--- src/rtl/lightsaber_length_ctrl_pkg.sv ---
// Shared types and helpers for the lightsaber blade-length controller.
package lsl_pkg;

    localparam int LSL_STATE_W     = 2;
    localparam int LSL_DEC_MAX_DEF = 99;
    localparam int LSL_MAX_INT_DEF = 3;

    typedef enum logic [LSL_STATE_W-1:0] {
        LSL_OFF = 2'd0,
        LSL_EXT = 2'd1,
        LSL_ON  = 2'd2,
        LSL_RET = 2'd3
    } lsl_state_e;

    // Compare two (int, dec) lengths: -1 if a<b, 0 if equal, +1 if a>b.
    function automatic int lsl_len_cmp(input int unsigned a_int, input int unsigned a_dec,
                                       input int unsigned b_int, input int unsigned b_dec);
        if (a_int != b_int) return (a_int > b_int) ? 1 : -1;
        if (a_dec != b_dec) return (a_dec > b_dec) ? 1 : -1;
        return 0;
    endfunction

endpackage

--- src/rtl/lightsaber_length_ctrl_if.sv ---
// Target-length load handshake between the command/ALU path and the controller.
interface lightsaber_length_ctrl_if #(
    parameter int INT_W = 2,
    parameter int DEC_W = 7
);
    logic             load_vld;
    logic             load_rdy;
    logic [INT_W-1:0] load_int;
    logic [DEC_W-1:0] load_dec;

    modport master (output load_vld, output load_int, output load_dec, input load_rdy);
    modport slave  (input load_vld, input load_int, input load_dec, output load_rdy);
endinterface

--- src/rtl/lightsaber_length_ctrl_fix_step.sv ---
// Combinational saturating +/-STEP on an (int, dec) hundredths length.
// Extending clamps down to the bound, retracting clamps up to the bound
// (the bound is 0.00 when retracting).
module lsl_fix_step
    import lsl_pkg::*;
#(
    parameter int INT_W   = 2,
    parameter int DEC_W   = 7,
    parameter int DEC_MAX = LSL_DEC_MAX_DEF,
    parameter int STEP    = 5
) (
    input  logic             up,
    input  logic [INT_W-1:0] cur_int,
    input  logic [DEC_W-1:0] cur_dec,
    input  logic [INT_W-1:0] bnd_int,
    input  logic [DEC_W-1:0] bnd_dec,
    output logic [INT_W-1:0] res_int,
    output logic [DEC_W-1:0] res_dec
);

    // One extra bit on each field so carries and overshoot stay visible to the clamp.
    localparam logic [DEC_W:0] DMAX   = (DEC_W+1)'(DEC_MAX);
    localparam logic [DEC_W:0] DSTEP  = (DEC_W+1)'(STEP);
    localparam logic [DEC_W:0] DRADIX = (DEC_W+1)'(DEC_MAX + 1);

    logic [INT_W:0] raw_int;
    logic [DEC_W:0] raw_dec;
    logic [DEC_W:0] sum_dec;
    logic           clamp;

    // Step with carry/borrow across the decimal radix, then saturate at the bound.
    always_comb begin
        raw_int = {1'b0, cur_int};
        sum_dec = {1'b0, cur_dec} + DSTEP;
        raw_dec = sum_dec;
        clamp   = 1'b0;
        if (up) begin
            if (sum_dec > DMAX) begin
                raw_dec = sum_dec - DRADIX;
                raw_int = {1'b0, cur_int} + (INT_W+1)'(1);
            end
            clamp = (lsl_len_cmp(32'(raw_int), 32'(raw_dec), 32'(bnd_int), 32'(bnd_dec)) > 0);
        end else begin
            if ({1'b0, cur_dec} >= DSTEP) begin
                raw_dec = {1'b0, cur_dec} - DSTEP;
            end else if (cur_int == '0) begin
                clamp = 1'b1;   // would go below 0.00
            end else begin
                raw_int = {1'b0, cur_int} - (INT_W+1)'(1);
                raw_dec = {1'b0, cur_dec} + DRADIX - DSTEP;
            end
            clamp = clamp ||
                    (lsl_len_cmp(32'(raw_int), 32'(raw_dec), 32'(bnd_int), 32'(bnd_dec)) < 0);
        end
        res_int = clamp ? bnd_int : raw_int[INT_W-1:0];
        res_dec = clamp ? bnd_dec : raw_dec[DEC_W-1:0];
    end

endmodule

--- src/rtl/lightsaber_length_ctrl.sv ---
// Lightsaber blade-length controller: holds a validated target length and
// animates the live length toward it (ignite) or toward 0.00 (retract).
// Optional feature macro LSL_TICK_DIV_EN: when defined, only every TICK_DIV-th
// tick seen while busy moves the blade; otherwise every tick is effective.
module lightsaber_length_ctrl
    import lsl_pkg::*;
#(
    parameter int INT_W    = 2,
    parameter int DEC_W    = 7,
    parameter int DEC_MAX  = LSL_DEC_MAX_DEF,
    parameter int MAX_INT  = LSL_MAX_INT_DEF,
    parameter int STEP     = 5,
    parameter int TICK_DIV = 4
) (
    input  logic                   clk,
    input  logic                   rst,
    lightsaber_length_ctrl_if.slave ld,
    input  logic                   ignite,
    input  logic                   retract,
    input  logic                   tick,
    output logic [INT_W-1:0]       cur_int,
    output logic [DEC_W-1:0]       cur_dec,
    output logic [INT_W-1:0]       tgt_int,
    output logic [DEC_W-1:0]       tgt_dec,
    output logic [LSL_STATE_W-1:0] state,
    output logic                   busy,
    output logic                   done,
    output logic                   err
);

    lsl_state_e       state_q, state_d;
    logic [INT_W-1:0] cur_int_d, tgt_int_d, step_int, bnd_int;
    logic [DEC_W-1:0] cur_dec_d, tgt_dec_d, step_dec, bnd_dec;
    logic             done_d, err_d;
    logic             eff_tick;
    logic             step_up;
    logic             load_ok;
    logic             tgt_nz;

    assign state       = state_q;
    assign busy        = (state_q == LSL_EXT) || (state_q == LSL_RET);
    assign ld.load_rdy = (state_q == LSL_OFF);

    assign load_ok = (32'(ld.load_int) <= 32'(MAX_INT)) && (32'(ld.load_dec) <= 32'(DEC_MAX));
    assign tgt_nz  = (lsl_len_cmp(32'(tgt_int), 32'(tgt_dec), 32'd0, 32'd0) > 0);

    // Single stepper shared by both directions; bound is tgt going up, 0.00 going down.
    assign step_up = (state_q != LSL_RET);
    assign bnd_int = step_up ? tgt_int : '0;
    assign bnd_dec = step_up ? tgt_dec : '0;

    lsl_fix_step #(
        .INT_W   (INT_W),
        .DEC_W   (DEC_W),
        .DEC_MAX (DEC_MAX),
        .STEP    (STEP)
    ) u_step (
        .up      (step_up),
        .cur_int (cur_int),
        .cur_dec (cur_dec),
        .bnd_int (bnd_int),
        .bnd_dec (bnd_dec),
        .res_int (step_int),
        .res_dec (step_dec)
    );

`ifdef LSL_TICK_DIV_EN
    localparam int PRE_W = (TICK_DIV > 1) ? $clog2(TICK_DIV) : 1;

    logic [PRE_W-1:0] pre_q, pre_d;

    assign eff_tick = tick && busy && (pre_q == PRE_W'(TICK_DIV - 1));

    // Prescaler restarts on any state change so each new motion counts from zero.
    always_comb begin
        pre_d = pre_q;
        if (state_d != state_q)
            pre_d = '0;
        else if (tick && busy)
            pre_d = eff_tick ? '0 : pre_q + PRE_W'(1);
    end

    // Prescaler register.
    always_ff @(posedge clk or posedge rst) begin
        if (rst) pre_q <= '0;
        else     pre_q <= pre_d;
    end
`else
    localparam int unused_tick_div = TICK_DIV;

    assign eff_tick = tick && busy;
`endif

    // Next state, next lengths and status pulses.
    always_comb begin
        state_d   = state_q;
        cur_int_d = cur_int;
        cur_dec_d = cur_dec;
        tgt_int_d = tgt_int;
        tgt_dec_d = tgt_dec;
        done_d    = 1'b0;
        err_d     = 1'b0;
        case (state_q)
            LSL_OFF: begin
                if (ld.load_vld) begin
                    if (load_ok) begin
                        tgt_int_d = ld.load_int;
                        tgt_dec_d = ld.load_dec;
                    end else begin
                        err_d = 1'b1;
                    end
                end
                // retract is meaningless here; a zero target never ignites
                if (ignite && tgt_nz)
                    state_d = LSL_EXT;
            end
            LSL_EXT: begin
                if (retract) begin
                    state_d = LSL_RET;
                end else if (eff_tick) begin
                    cur_int_d = step_int;
                    cur_dec_d = step_dec;
                    if (lsl_len_cmp(32'(step_int), 32'(step_dec),
                                    32'(tgt_int), 32'(tgt_dec)) == 0) begin
                        state_d = LSL_ON;
                        done_d  = 1'b1;
                    end
                end
            end
            LSL_ON: begin
                if (retract)
                    state_d = LSL_RET;
            end
            LSL_RET: begin
                // retract wins a tie, so ignite alone reverses direction
                if (ignite && !retract) begin
                    state_d = LSL_EXT;
                end else if (eff_tick) begin
                    cur_int_d = step_int;
                    cur_dec_d = step_dec;
                    if (step_int == '0 && step_dec == '0) begin
                        state_d = LSL_OFF;
                        done_d  = 1'b1;
                    end
                end
            end
            default: state_d = LSL_OFF;
        endcase
    end

    // State and output registers.
    always_ff @(posedge clk or posedge rst) begin
        if (rst) begin
            state_q <= LSL_OFF;
            cur_int <= '0;
            cur_dec <= '0;
            tgt_int <= '0;
            tgt_dec <= '0;
            done    <= 1'b0;
            err     <= 1'b0;
        end else begin
            state_q <= state_d;
            cur_int <= cur_int_d;
            cur_dec <= cur_dec_d;
            tgt_int <= tgt_int_d;
            tgt_dec <= tgt_dec_d;
            done    <= done_d;
            err     <= err_d;
        end
    end

endmodule

--- src/flat_wrapper.sv ---
// flat-port wrapper written by rule: the top's interface ports become plain ports
module lightsaber_length_ctrl_flat import lsl_pkg::*;
#(
    parameter int INT_W    = 2,
    parameter int DEC_W    = 7,
    parameter int DEC_MAX  = LSL_DEC_MAX_DEF,
    parameter int MAX_INT  = LSL_MAX_INT_DEF,
    parameter int STEP     = 5,
    parameter int TICK_DIV = 4
)
  (clk, rst, ignite, retract, tick, cur_int, cur_dec, tgt_int, tgt_dec, state, busy, done, err, ld_load_vld, ld_load_int, ld_load_dec, ld_load_rdy);
  lightsaber_length_ctrl_if #(.INT_W(INT_W), .DEC_W(DEC_W)) ld_i ();
  input  logic clk;
  input  logic rst;
  input  logic ignite;
  input  logic retract;
  input  logic tick;
  output logic [INT_W-1:0] cur_int;
  output logic [DEC_W-1:0] cur_dec;
  output logic [INT_W-1:0] tgt_int;
  output logic [DEC_W-1:0] tgt_dec;
  output logic [LSL_STATE_W-1:0] state;
  output logic busy;
  output logic done;
  output logic err;
  input wire logic [$bits(ld_i.load_vld)-1:0] ld_load_vld;
  input wire logic [$bits(ld_i.load_int)-1:0] ld_load_int;
  input wire logic [$bits(ld_i.load_dec)-1:0] ld_load_dec;
  output wire logic [$bits(ld_i.load_rdy)-1:0] ld_load_rdy;
  assign ld_i.load_vld = ld_load_vld;
  assign ld_i.load_int = ld_load_int;
  assign ld_i.load_dec = ld_load_dec;
  assign ld_load_rdy = ld_i.load_rdy;
  lightsaber_length_ctrl #(.INT_W(INT_W), .DEC_W(DEC_W), .DEC_MAX(DEC_MAX), .MAX_INT(MAX_INT), .STEP(STEP), .TICK_DIV(TICK_DIV)) u_core (.clk(clk), .rst(rst), .ld(ld_i), .ignite(ignite), .retract(retract), .tick(tick), .cur_int(cur_int), .cur_dec(cur_dec), .tgt_int(tgt_int), .tgt_dec(tgt_dec), .state(state), .busy(busy), .done(done), .err(err));
endmodule
--- config.mk ---
export PLATFORM = sky130hd
export DESIGN_NAME = lightsaber_length_ctrl_flat
export DESIGN_NICKNAME = d
export VERILOG_FILES = /design/src/rtl/lightsaber_length_ctrl_pkg.sv /design/src/rtl/lightsaber_length_ctrl_if.sv /design/src/rtl/lightsaber_length_ctrl_fix_step.sv /design/src/rtl/lightsaber_length_ctrl.sv /design/src/flat_wrapper.sv
export SDC_FILE = /design/constraint.sdc
export NUM_CORES = 1
export LEC_CHECK = 0
export ABC_CLOCK_PERIOD_IN_PS = 6800
export CAP_MARGIN = 20
export CORE_MARGIN = 2
export CORE_UTILIZATION = 56
export DETAILED_ROUTE_END_ITERATION = 12
export GPL_ROUTABILITY_DRIVEN = 0
export HOLD_SLACK_MARGIN = 0.1
export PLACE_DENSITY = 0.89
export SETUP_SLACK_MARGIN = 0.4
export SYNTH_ARGS = -nofsm -noshare
export SYNTH_HDL_FRONTEND = slang
export SYNTH_SLANG_ARGS = --single-unit
export TNS_END_PERCENT = 100
--- constraint.sdc ---
create_clock -name clk -period 6.8 [get_ports clk]
set_clock_uncertainty 0.15 [all_clocks]
set_input_delay 0.68 -clock clk [delete_from_list [all_inputs] [get_ports clk]]
set_output_delay 0.68 -clock clk [all_outputs]
set_load 0.005 [all_outputs]
; After elaboration in Yosys (flattened, before gate mapping)
; Cells that the tools add are included.
[classes]
addsub = 7
magnitude_cmp = 14
eq_ne = 18
mux = 98
n_reduce_logical = 18
[ops]
columns = cell, count
row1 = two-way mux 32 bit, 29
row2 = > comparator 32 x 1 -> 1 bit (second input constant), 2
row3 = two-way mux 7 bit, 6
row4 = two-way mux 8 bit, 5
row5 = two-way mux 1 bit, 35
row6 = logical NOT 32 bit, 1
row7 = < comparator 32 x 1 -> 1 bit (second input constant), 1
row8 = two-way mux 2 bit, 14
row9 = > comparator 8 x 7 -> 1 bit, 2
row10 = != test 8 x 7 -> 1 bit, 2
row11 = two-way mux 3 bit, 5
row12 = case mux 7 bit (2 select lines), 1
row13 = adder 7 x 3 -> 8 bit (second input constant), 1
row14 = adder 7 x 7 -> 8 bit (second input constant), 1
row15 = > comparator 8 x 7 -> 1 bit (second input constant), 1
row16 = != test 2 bit (second input constant), 4
row17 = case mux 2 bit (4 select lines), 1
row18 = subtractor 7 x 3 -> 8 bit (second input constant), 1
row19 = subtractor 8 x 3 -> 8 bit (second input constant), 1
row20 = subtractor 8 x 7 -> 8 bit (second input constant), 1
row21 = greater-or-equal comparator 7 x 3 -> 1 bit (second input constant), 1
row22 = > comparator 7 x 1 -> 1 bit (second input constant), 1
row23 = > comparator 7 bit, 1
row24 = <= comparator 7 bit (second input constant), 1
row25 = 24 further kinds, 37
[word_totals]
ff_bits = 22
out_inout_bits = 24
word_cells = 162

; Logic depth before layout (Yosys ltp)
; Gate-level depths: netlist (run 1).
[depth]
ltp_word = 35
ltp_mapped = 27

; Modules after synthesis
; From an unflattened synthesis (run 1), not the netlist that was laid out.
[hier_totals]
cells_unflattened = 343
area_unflattened_um2 = 2892.8
[by_module_without_submodules]
columns = mod, instances, cells_each, area_per_inst_um2, seq_area_each_um2
row1 = lsl_fix_step, 1, 215, 1597.8, 0.0
row2 = lightsaber_length_ctrl, 1, 128, 1295.0, 550.5

; Worst setup path before layout (run 1)
; OpenSTA, ideal clock, no wires.
[synth_timing]
kind = register -> register
startpoint = register u_core.cur_dec[0]
endpoint = register u_core.state_q[0], in the netlist u_core.state[0]
setup_time_ns = 0.066
arrival_ns = 4.905
slack_ns = 1.678
path_stages_with_launch = 26
n_path_buf = 1
period_less_slack_ns = 5.122
cell_sequence = dfrtp_1 ha_1 xor2_1 ha_1 nand2b_1 o2111ai_1 o21ai_2 a32oi_1 ha_1 a21o_1 a21oi_1 o221ai_1 a21oi_1 a22oi_1 buf_2 nor2_1 a21oi_1 ha_1 nand4_1 nor3_1 inv_1 a21oi_1 o21ai_0 or3_1 mux2_2 nand2_1
[synth_via]
elab_chain_len = 30
elab_cells_between_ends = 87
classes_between = 5 x add/sub / 10 x order compare / 8 x eq/ne / 58 x mux / 6 x reduce/logical
[synth_rtl]
columns = element, line
row1 = from (decl), lightsaber_length_ctrl.sv:22  ; output logic [DEC_W-1:0] cur_dec,
row2 = from (signal assigned), lightsaber_length_ctrl.sv:164  ; cur_dec <= cur_dec_d;
row3 = branches (longest 29 deep; another with < comparator 32 x 1 -> 1 bit), -
row4 = AND reduction 6 bit (no source line) *, -
row5 = to (signal assigned), lightsaber_length_ctrl.sv:162  ; state_q <= state_d;
row6 = to (decl), lightsaber_length_ctrl.sv:31  ; lsl_state_e state_q, state_d;
; Every way passes the cells marked *. The select of a mux whose other input is x is not followed.
; A chain may end at the register's enable or synchronous reset.

; Worst setup path after layout (run 1)
[layout_timing]
startpoint = register u_core.cur_dec[0]
endpoint = register u_core.state_q[0], in the netlist u_core.state[0]
[layout_via]
elab_cells_between_ends = 87
classes_between = 5 x add/sub / 10 x order compare / 8 x eq/ne / 58 x mux / 6 x reduce/logical
[layout_rtl]
columns = element, line
row1 = branches (longest 15 deep; another with < comparator 32 x 1 -> 1 bit), -
row2 = two-way mux 2 bit *, lightsaber_length_ctrl_fix_step.sv:55  ; res_int = clamp ? bnd_int : raw_int[INT_W-1:0];
row3 = via u_core.step_int[1], lightsaber_length_ctrl.sv:32  ; logic [INT_W-1:0] cur_int_d, tgt_int_d, step_int, bnd_int;
row4 = > comparator 2 bit or != test 2 bit (tied branches), lightsaber_length_ctrl_pkg.sv:18  ; if (a_int != b_int) return (a_int > b_int) ? 1 : -1;
row5 = two-way mux 32 bit or two-way mux 1 bit (tied branches), lightsaber_length_ctrl_pkg.sv:18
row6 = two-way mux 32 bit or two-way mux 1 bit (tied branches), "lightsaber_length_ctrl_pkg.sv:18, lightsaber_length_ctrl.sv:120"
row7 = two-way mux 32 bit or two-way mux 1 bit (tied branches), "lightsaber_length_ctrl_pkg.sv:19, lightsaber_length_ctrl.sv:118"
row8 = two-way mux 32 bit or two-way mux 1 bit (tied branches), "lightsaber_length_ctrl_pkg.sv:20, lightsaber_length_ctrl.sv:103"
row9 = two-way mux 32 bit, lightsaber_length_ctrl_pkg.sv:19  ; if (a_dec != b_dec) return (a_dec > b_dec) ? 1 : -1;
row10 = two-way mux 32 bit, lightsaber_length_ctrl.sv:120  ; end else if (eff_tick) begin
row11 = two-way mux 32 bit, lightsaber_length_ctrl.sv:118  ; if (retract) begin
row12 = two-way mux 32 bit, lightsaber_length_ctrl.sv:103  ; case (state_q)
row13 = logical NOT 32 bit, lightsaber_length_ctrl.sv:123  ; if (lsl_len_cmp(32'(step_int), 32'(step_dec),
row14 = != test 3 bit (no source line), -
row15 = AND reduction 6 bit (no source line) *, -
; Mark *: on every way through the listed nets, which the timed path passes. The select of a mux whose other input is x is not followed.

==> results of run 1 <==
-- synth_stat cells, drive strengths merged, types with 3 or more instances --
| library cell | count | area share |
|---|---|---|
| a31oi | 9 | 0.021 |
| o2111ai | 4 | 0.013 |
| nor4 | 4 | 0.0091 |
| nor3 | 4 | 0.0073 |
| clkbuf | 7 | 0.0096 |
| o211ai | 8 | 0.022 |
| nand2b | 9 | 0.021 |
| o21a | 3 | 0.0087 |
| a211oi | 4 | 0.011 |
| a21oi | 17 | 0.037 |
| nand4 | 3 | 0.0069 |
| xnor2 | 6 | 0.019 |
| mux2 | 11 | 0.045 |
| nand2 | 41 | 0.056 |
| and3 | 3 | 0.0069 |
| dfrtp | 22 | 0.20 |
| mux2i | 11 | 0.040 |
| nor2 | 9 | 0.012 |
| nor2b | 5 | 0.011 |
| or3 | 5 | 0.011 |
| ha | 39 | 0.18 |
| xor2 | 3 | 0.0096 |
| a21o | 8 | 0.022 |
| inv | 23 | 0.032 |
| nand3b | 3 | 0.0082 |
| o21ai | 20 | 0.039 |
| nand3 | 6 | 0.011 |
| buf | 9 | 0.023 |
-- metal layers --
layer	wire length, um	vias to the layer above	GRT usage	part of all wire
met5	0	-	0	0
li1	-	1279	-	-
met1	3140	1230	0.366	0.44
met3	428	16	0.0298	0.060
met2	3410	115	0.466	0.48
met4	180	0	0.105	0.025
-- stage by stage --
step	setup WS [ns]	utilization	hold slack, ns
finish	0.927	0.679	0.472
global route	0.406	0.679	0.503
CTS	0.784	0.678	0.464
detailed placement	0.820	0.663	0.443
global placement	1.00	0.663	0.444
floorplan	1.68	-	0.396
-- sequential cells by signal, indices dropped and copies added (netlist names) --
register	count
u_core.done	1
u_core.cur_dec	7
u_core.err	1
u_core.tgt_int	2
u_core.cur_int	2
u_core.state	2
u_core.tgt_dec	7
-- cells in the final DEF, fill, tap and decap left out, types with 3 or more instances in the layout --
cell             instances
xnor2_1                  6
nor3_1                   4
nor2_1                   9
inv_1                   23
nand2b_1                 9
ha_1                    39
o211ai_1                 8
and3_1                   3
o21ai_0                 17
nand3_1                  6
dfrtp_1                 19
clkdlybuf4s50_1         38
or3_1                    5
nand4_1                  3
clkbuf_8                 3
mux2i_1                 11
nand3b_1                 3
nor2b_1                  5
dfrtp_2                  3
xor2_1                   3
a21oi_1                 15
nand2_1                 41
a31oi_1                  9
o2111ai_1                4
a211oi_1                 4
mux2_2                  11
nor4_1                   4
a21o_1                   8
-- area by class of cell --
type,instances,area (um2)
multi-input combinational,271,2010
fill,394,1520
sequential,22,554
timing repair buffer,40,395
inverter,24,90.1
tap,67,83.8
clock buffer,3,41.3
clock inverter,1,30.0
-- worst min path at each step --
| stage | start | end | slack, ns | depth (start not counted) |
|---|---|---|---|---|
| after floorplan | u_core.tgt_dec[5] | u_core.tgt_dec[5] | 0.40 | 1 |
| after global placement | u_core.tgt_dec[5] | u_core.tgt_dec[5] | 0.44 | 1 |
| after detailed placement | u_core.tgt_dec[5] | u_core.tgt_dec[5] | 0.44 | 1 |
| after CTS | u_core.tgt_dec[5] | u_core.tgt_dec[5] | 0.46 | 1 |
| after global routing | u_core.tgt_dec[5] | u_core.tgt_dec[5] | 0.50 | 1 |
| final | u_core.tgt_dec[5] | u_core.tgt_dec[5] | 0.47 | 1 |
-- kinds of logic after synthesis --
kind of cell | share of synthesized area
simple gates | 0.195
buf+inv | 0.0653
compound gates | 0.246
fa+ha+maj | 0.178
flops | 0.201
xor+xnor | 0.0288
mux | 0.0854
-- critical path, stage by stage, from the launching register on --
cell	delay (ns)
dfrtp_2	0.57
ha_1	0.33
xor2_1	0.30
ha_1	0.36
nand2b_1	0.13
o2111ai_1	0.28
o21ai_2	0.14
xnor2_1	0.23
ha_1	0.29
nand2b_1	0.15
a21oi_1	0.22
a211oi_1	0.07
o21ai_0	0.36
a22oi_1	0.16
buf_4	0.21
mux2i_1	0.17
ha_1	0.33
nand4_1	0.09
nor3_1	0.23
inv_1	0.07
a21oi_1	0.13
o21ai_0	0.15
or3_1	0.40
mux2_2	0.26
nand2_1	0.05
-- repair_timing --
item,in CTS,in global routing
gates resized for setup,0,3
buffers inserted,0,0
endpoints found under the setup margin,0,2
hold buffers,0,0
==> impl_results.md, run 1 <==
- Inst Count DP: approximately 420
- Worst Setup EP: u_core.state[0]
- Mapped Area: approximately 2700 um2
- Vias: 2640
- CTS Buf Count: 3
- DR vias/cell: between 6 and 7
- H-tree levels: 1
- Total track usage: 0.277
- Max Slew Vio Count: 0
- Synth cell types: 64
- Die area: between 5000 and 6000 um2
- Outcome: finished clean
- Length of the first detailed-routing pass in iterations: 5
- Global route overflow: 0
- Seq/Total Area, Yosys: 0.201
- Layout cells sized above 1: 0.0776
- Final period util: 0.864
- Drt drc: 0
- Reg2Reg Setup Slack: approximately 0.9 ns
- IO Count: 39
- Syn avg cell area: a little over 8 um2
- Clock Tree Buf Depth: 2
- Prevailing post-synth register cell: dfrtp_1
- Max_slew headroom: 0.407
- Layout Area Growth over Synthesis: 17.0%
- Ant. Diodes: 0
- Initial core utilization: 0.580
- R2R depth: 24
- RSZ-0062 raised after global routing: false
- Wire per inst: approximately 17 um
- Die X: between 70 and 80 um
- Fin nets: 416
- Final Hold Viols: 0
- IO Port Bufs: 38
- Routed wire length: around 7.2 mm
- YS warnings: 0
- Clock sinks: 22
- Clk slew on worst S/H paths: ~0.080 ns
- Max FO, Critical Path: 18
- TritonCTS clock tree: done
- Initial antenna violation count: 0
- HP Class: reg -> reg
- Number of global-route vias before repair: ~2500
- Total negative slack: 0 ns
- Antenna Nets Post-Route: 0
- Post-DP Area: about 3100 um2
- Die Span Y: ~74 um
- Syn Inst Count: 333
- Largest net degree at the start of global routing: 23
- Fin crit period: 5.87 ns
- Max-cap viol count: 0
- Setup CP Type: reg -> reg
- FFs w/ async S/R, synth: 1.00
- Initial DRC Count: approximately 240
- Synth Register Bits: 22
- Critical path arrival: a little under 6 ns
- Rows: 25
- Actual slew at the worst max-slew pin: 0.886 ns
- Final setup violation count: 0
- Insertion delay to the later sink of the worst-skew pair: about 0.27 ns
- Worst setup EP type: flip-flop
- CP startpoint kind: flip-flop
- Non-filler cells, final: between 400 and 500
- Worst EP required: 6.86 ns
- Core area: 4720 um2
- Crit path launch: u_core.cur_dec[0]
- Net Count, Synth: 387
- Clock root buffer: clkbuf_8
- Global-route wire length before repair: around 12 mm
- Worst r2r dst: u_core.state[0]
- EDFF count, synth: 0
- DP Wirelength: about 5.6 mm
- Reg2reg start: u_core.cur_dec[0]
- Post-layout instance area: 3210 um2
- Achievable Freq: 170 MHz
Power of run 1 is not shown: default switching activity piles up to over one toggle a cycle in this logic, so the estimate is an artifact.
==> run 2: changes to the inputs <==
Settings changed: CTS_CLUSTER_SIZE set to 20, REMOVE_ABC_BUFFERS set to 1.
==> impl_results.md, run 2 (synthesized netlist as in run 1, its figures left out) <==
- Setup CP Type: reg -> reg
- Critical path arrival: 6.03 ns (+0.09 ns)
- Max Slew Vio Count: 0 (unchanged)
- Fin crit period: 5.98 ns (+0.105 ns)
- GRT Max-Usage Layer: met2
- Vias: 2703 (+2.4%)
- Core area: 4720 um2 (unchanged)
- H-tree levels: 1 (unchanged)
- Max FO, Critical Path: 18 (unchanged)
- Max-cap viol count: 0 (unchanged)
- Insertion delay to the later sink of the worst-skew pair: 0.26 ns (about the same)
- Achievable Freq: 167 MHz (-1.8%)
- Reg2reg start: u_core.cur_dec[0]
- Actual slew at the worst max-slew pin: 0.991 ns (+0.105 ns)
- Number of global-route vias before repair: 2574 (+2.8%)
- IO Count: 39 (unchanged)
- HP Class: reg -> reg
- Worst r2r dst: u_core.state[0]
- Hold Crit Start: u_core.tgt_dec[5]
- Drt drc: 0 (unchanged)
- Die X: 74.0 um (unchanged)
- Hold path cells: 1 (unchanged)
- CP startpoint kind: flip-flop
- Most common cell after layout, fill and taps aside: nand2_1
- Post-DP Area: 3120 um2 (-0.24%)
- Layout cells sized above 1: 0.0696 (-0.00792)
- Clock Tree Buf Depth: 2 (unchanged)
- Global-route wire length before repair: 11.9 mm (+0.12%)
- Wire per inst: 16.7 um (-0.33%)
- Post-layout instance area: 3170 um2 (-1.2%)
- Routed wire length: 7.10 mm (-0.80%)
- Clock root buffer: clkbuf_8
- Length of the first detailed-routing pass in iterations: 5 (unchanged)
- Layout Area Growth over Synthesis: 15.6%
- Clk slew on worst S/H paths: 0.07 ns (about the same)
- Final setup violation count: 0 (unchanged)
- Total track usage: 0.274 (-0.00273)
- Regs by FF count: u_core.cur_dec (7), u_core.tgt_dec (7)
- Die area: 5470 um2 (unchanged)
- Reg2Reg Setup Slack: 0.82 ns (-0.11 ns)
- Met3 GRT Util: 0.0190 (-0.0108)
- R2R depth: 24 (unchanged)
- Outcome: finished clean
- Hold path endpoint: u_core.tgt_dec[5]
- Worst setup EP type: flip-flop
- Initial core utilization: 0.580 (unchanged)
- Die Span Y: 74.0 um (unchanged)
- Filler cells: 368 (-6.6%)
- Total negative slack: 0 ns (unchanged)
- Global route overflow: 0 (unchanged)
- Rows: 25 (unchanged)
- Ant. Diodes: 0 (unchanged)
- Final Hold Viols: 0 (unchanged)
- Worst EP required: 6.85 ns (about the same)
- Final period util: 0.879 (+0.0155)
- IO Port Bufs: 38 (unchanged)
- Met1 Resource Use GR: 0.364 (-0.00269)
- Antenna Nets Post-Route: 0 (unchanged)
- Clock sinks: 22 (unchanged)
- Largest net degree at the start of global routing: 23 (unchanged)
- TritonCTS clock tree: done
- Max_slew headroom: 0.336 (-0.0707)
- Most frequent cells in the layout: nand2_1, ha_1, clkdlybuf4s50_1
- Fin nets: 415 (-0.24%)
- CTS Buf Count: 3 (unchanged)
- Initial DRC Count: 253 (+5.0%)
- DR vias/cell: 6.35 (+2.9%)
- DP Wirelength: 5.53 mm (-1.0%)
- Global-route track usage on met2: 0.457 (-0.00893)
- Setup Fix Bufs, Post-CTS: 0 (unchanged)
- RSZ-0062 raised after global routing: false
- Initial antenna violation count: 0 (unchanged)
[run 2: routing by layer]
| metal | share of wire | vias to the layer above |
|---|---|---|
| met2 | 0.48 | 137 |
| met3 | 0.059 | 26 |
| li1 | - | 1277 |
| met1 | 0.43 | 1263 |
| met4 | 0.033 | 0 |
| met5 | 0 | - |
[run 2: area by class of cell]
cell class                 instances  area (um2)  area share
multi-input combinational        271        2010       0.635
sequential                        22         553       0.175
timing repair buffer              39         388       0.122
inverter                          24        90.1      0.0284
tap                               67        83.8      0.0265
clock buffer                       3        41.3      0.0130
[run 2: repair_timing]
item,4_1_cts,5_1_grt
resized for setup,0,2
endpoints found under the setup margin,0,2
hold buffers,0,0
[run 2: stage by stage]
| stage | hold slack, ns | utilization | setup WS, ns | std cells |
|---|---|---|---|---|
| final | 0.462 | 0.670 | 0.822 | 426 |
| after global routing | 0.499 | 0.670 | 0.428 | 426 |
| after CTS | 0.457 | 0.670 | 0.716 | 426 |
| after detailed placement | 0.439 | 0.661 | 0.761 | 423 |
| after global placement | 0.426 | 0.661 | 0.973 | 423 |
| after floorplan | 0.396 | - | 1.20 | 317 |
[run 2: how the worst max path moves through the flow]
stage	to	slack, ns	cells after the start	startpoint
floorplan	u_core.state[0]	1.20	23	u_core.cur_dec[0]
global placement	u_core.state[0]	0.97	24	u_core.cur_dec[0]
detailed placement	u_core.state[0]	0.76	24	u_core.cur_dec[0]
CTS	u_core.state[0]	0.72	24	u_core.cur_dec[0]
global route	u_core.state[0]	0.43	25	u_core.cur_dec[0]
finish	u_core.state[0]	0.82	24	u_core.cur_dec[0]
[run 2: worst max-delay path: stages, from the launching register on]
cell	delay, ns
dfrtp_2	0.56
ha_1	0.34
xor2_1	0.33
ha_1	0.35
nand2b_1	0.14
o2111ai_1	0.28
o21ai_2	0.14
xnor2_1	0.23
ha_1	0.30
nand2b_1	0.16
a21oi_1	0.22
a211oi_1	0.08
o21ai_0	0.35
a22oi_1	0.15
buf_4	0.21
o21a_1	0.23
ha_1	0.30
nand4_1	0.09
nor3_1	0.23
inv_1	0.07
a21oi_1	0.13
o21ai_0	0.16
or3_1	0.39
mux2_2	0.26
nand2_1	0.05
Power of run 2 is left out for the same reason.
==> run 3: changes to the inputs <==
Settings changed: CORE_UTILIZATION 56 to 57, SYNTH_HIERARCHICAL set to 1.
==> impl_results.md, run 3 <==
- YS warnings: 6 (+6)
- Regs by FF count: u_core/cur_dec (7), u_core/tgt_dec (7)
- Insertion delay to the later sink of the worst-skew pair: 0.27 ns (about the same)
- Clock Tree Buf Depth: 2 (unchanged)
- RSZ-0062 raised after global routing: false
- Worst EP required: 6.80 ns (-0.05 ns)
- Hold path cells: 1 (unchanged)
- Largest delay share family, worst path: compound AO/OA/AOI/OAI gates
- Crit path buffers/inverters: 1 (-1)
- HP Class: reg -> reg
- Max-cap viol count: 0 (unchanged)
- Drt drc: 0 (unchanged)
- Largest net degree at the start of global routing: 23 (unchanged)
- Total track usage: 0.300 (+0.0256)
- Syn Inst Count: 343 (+3.0%)
- Clk slew on worst S/H paths: 0.08 ns (about the same)
- Global route overflow: 0 (unchanged)
- R2R depth: 22 (-8.3%)
- Filler cells: 362 (-1.6%)
- Most frequent cells in the layout: ha_1, clkdlybuf4s50_1, inv_1
- Worst r2r dst: u_core/state[1]
- Achievable Freq: 163 MHz (-2.8%)
- Final Hold Viols: 0 (unchanged)
- Antenna Nets Post-Route: 0 (unchanged)
- Routed wire length: 8.20 mm (+15%)
- CP peak stage delay: 0.53 ns (-0.03 ns)
- Synth area leaders: dfrtp_1, ha_1, inv_1, nand2_1, mux2_2
- Die area: 5660 um2 (+3.5%)
- CP startpoint kind: flip-flop
- Actual slew at the worst max-slew pin: 1.04 ns (+0.0524 ns)
- Worst setup EP type: flip-flop
- CTS Buf Count: 3 (unchanged)
- FFs w/ async S/R, synth: 1.00 (unchanged)
- DP Wirelength: 6.22 mm (+12%)
- Hold Crit Start: u_core/tgt_dec[6]
- Most common cell after layout, fill and taps aside: ha_1
- Count leader, synth: ha_1
- Synth cell types: 71 (+11%)
- Fin nets: 434 (+4.6%)
- Leading area contributor after synthesis: dfrtp_1
- Yosys top cell area share: 0.190 (-0.0106)
- Synth Register Bits: 22 (unchanged)
- Max FO, Critical Path: 10 (-8)
- Hold path endpoint: u_core/tgt_dec[6]
- Syn avg cell area: 8.43 um2 (+2.5%)
- Initial antenna violation count: 0 (unchanged)
- Prevailing post-synth register cell: dfrtp_1
- Reg2Reg Setup Slack: 0.65 ns (-0.17 ns)
- Ant. Diodes: 0 (unchanged)
- Setup CP Type: reg -> reg
- Crit-path cells: ha_2 > xor2_2 > ha_1 > nand4bb_1 > a21oi_1 > o32ai_4 > o21ai_2 > nand2_1 > o21ai_0 > ha_1 > nand2_1 > a2111oi_1 > o211a_1 > o211ai_1 > o32ai_4 > buf_4 > mux2_4 > ha_1 > nand2_1 > nor4_1 > o32a_1 > o211ai_1
- Mapped Area: 2890 um2 (+5.6%)
- DR vias/cell: 6.56 (+3.4%)
- Global-route wire length before repair: 13.0 mm (+9.4%)
- Reg2reg start: u_core/cur_dec[1]
- IO Port Bufs: 38 (unchanged)
- H-tree levels: 1 (unchanged)
- Fin crit period: 6.15 ns (+0.169 ns)
- Seq/Total Area, Yosys: 0.190 (-0.0106)
- Final setup violation count: 0 (unchanged)
- Core area: 4820 um2 (+2.0%)
- Layout Area Growth over Synthesis: 18.6%
- Clock sinks: 22 (unchanged)
- Clock root buffer: clkbuf_8
- Length of the first detailed-routing pass in iterations: 5 (unchanged)
- Critical path's slowest cell: dfrtp_1
- EDFF count, synth: 0 (unchanged)
- Initial DRC Count: 352 (+39%)
- Total negative slack: 0 ns (unchanged)
- Final period util: 0.904 (+0.0249)
- Initial core utilization: 0.601 (+0.0204)
- Rows: 25 (unchanged)
- Max_slew headroom: 0.301 (-0.0349)
- Die Span Y: 75.2 um (+1.7%)
- IO Count: 39 (unchanged)
- Most frequent cells after synthesis: ha_1, inv_1, nand2_1
- Vias: 2920 (+8.0%)
- Layout cells sized above 1: 0.111 (+0.0415)
- Critical path arrival: 6.15 ns (+0.12 ns)
- Wire per inst: 18.4 um (+11%)
- Outcome: finished clean
- Max Slew Vio Count: 0 (unchanged)
- Number of global-route vias before repair: 2696 (+4.7%)
- TritonCTS clock tree: done
- Die X: 75.2 um (+1.7%)
## run 3: cell types whose count changed after synthesis, moves of 5 or more
cell and delta:
nand2_1 -9, nor2_1 +7, nor3_1 +5, a31oi_1 -7, inv_1 +15
## run 3: worst max path at each step
stage | start | end | slack (ns) | cells after the start
2_1_floorplan | u_core/cur_dec[0] | u_core/state[0] | 1.29 | 21
3_3_place_gp | u_core/cur_dec[0] | u_core/state[0] | 0.75 | 22
3_5_place_dp | u_core/cur_dec[0] | u_core/state[1] | 0.31 | 22
4_1_cts | u_core/cur_dec[0] | u_core/state[1] | 0.42 | 22
5_1_grt | u_core/cur_dec[1] | u_core/state[0] | 0.37 | 22
6_report | u_core/cur_dec[1] | u_core/state[1] | 0.65 | 22
## run 3: routing by layer
metal | global-route usage | part of all wire | vias to the layer above
li1 | - | - | 1323
met1 | 0.373 | 0.40 | 1360
met2 | 0.532 | 0.49 | 207
met3 | 0.0321 | 0.080 | 30
met4 | 0.113 | 0.029 | 0
met5 | 0 | 0 | -
## run 3: final cells by class
cell class                 count  area [um2]  share of cell area
timing repair buffer          44         425               0.124
multi-input combinational    270        2160               0.628
clock buffer                   3        41.3              0.0120
clock inverter                 1        30.0             0.00875
inverter                      38         143              0.0416
sequential                    22         552               0.161
tap                           67        83.8              0.0244
## run 3: cell families after synthesis
| logic type | Yosys count | share of synthesized area |
|---|---|---|
| buffers and inverters | 51 | 0.0748 |
| xor gates and xnor gates | 11 | 0.0333 |
| adders and majority gates | 40 | 0.173 |
| AOI/OAI and AO/OA | 88 | 0.242 |
| DFF | 22 | 0.190 |
| and+or+nand+nor | 110 | 0.203 |
| muxes | 21 | 0.0839 |
## run 3: timing repair
action	in CTS	in global routing
setup endpoints to repair	2	3
gates resized for setup	1	6
buffers inserted	0	5
pin swaps	1	1
gates cloned	0	0
hold buffers	0	0
## run 3: stage by stage
stage | cells | area, um2 | worst slack (ns) | utilization | hold WS [ns]
after floorplan | 330 | 2820 | 1.29 | - | 0.361
after global placement | 436 | 3290 | 0.751 | 0.683 | 0.370
after detailed placement | 436 | 3290 | 0.306 | 0.683 | 0.380
after CTS | 440 | 3370 | 0.417 | 0.700 | 0.402
after global routing | 445 | 3430 | 0.372 | 0.712 | 0.437
final | 445 | 3430 | 0.653 | 0.712 | 0.402
Power of run 3 is left out for the same reason.
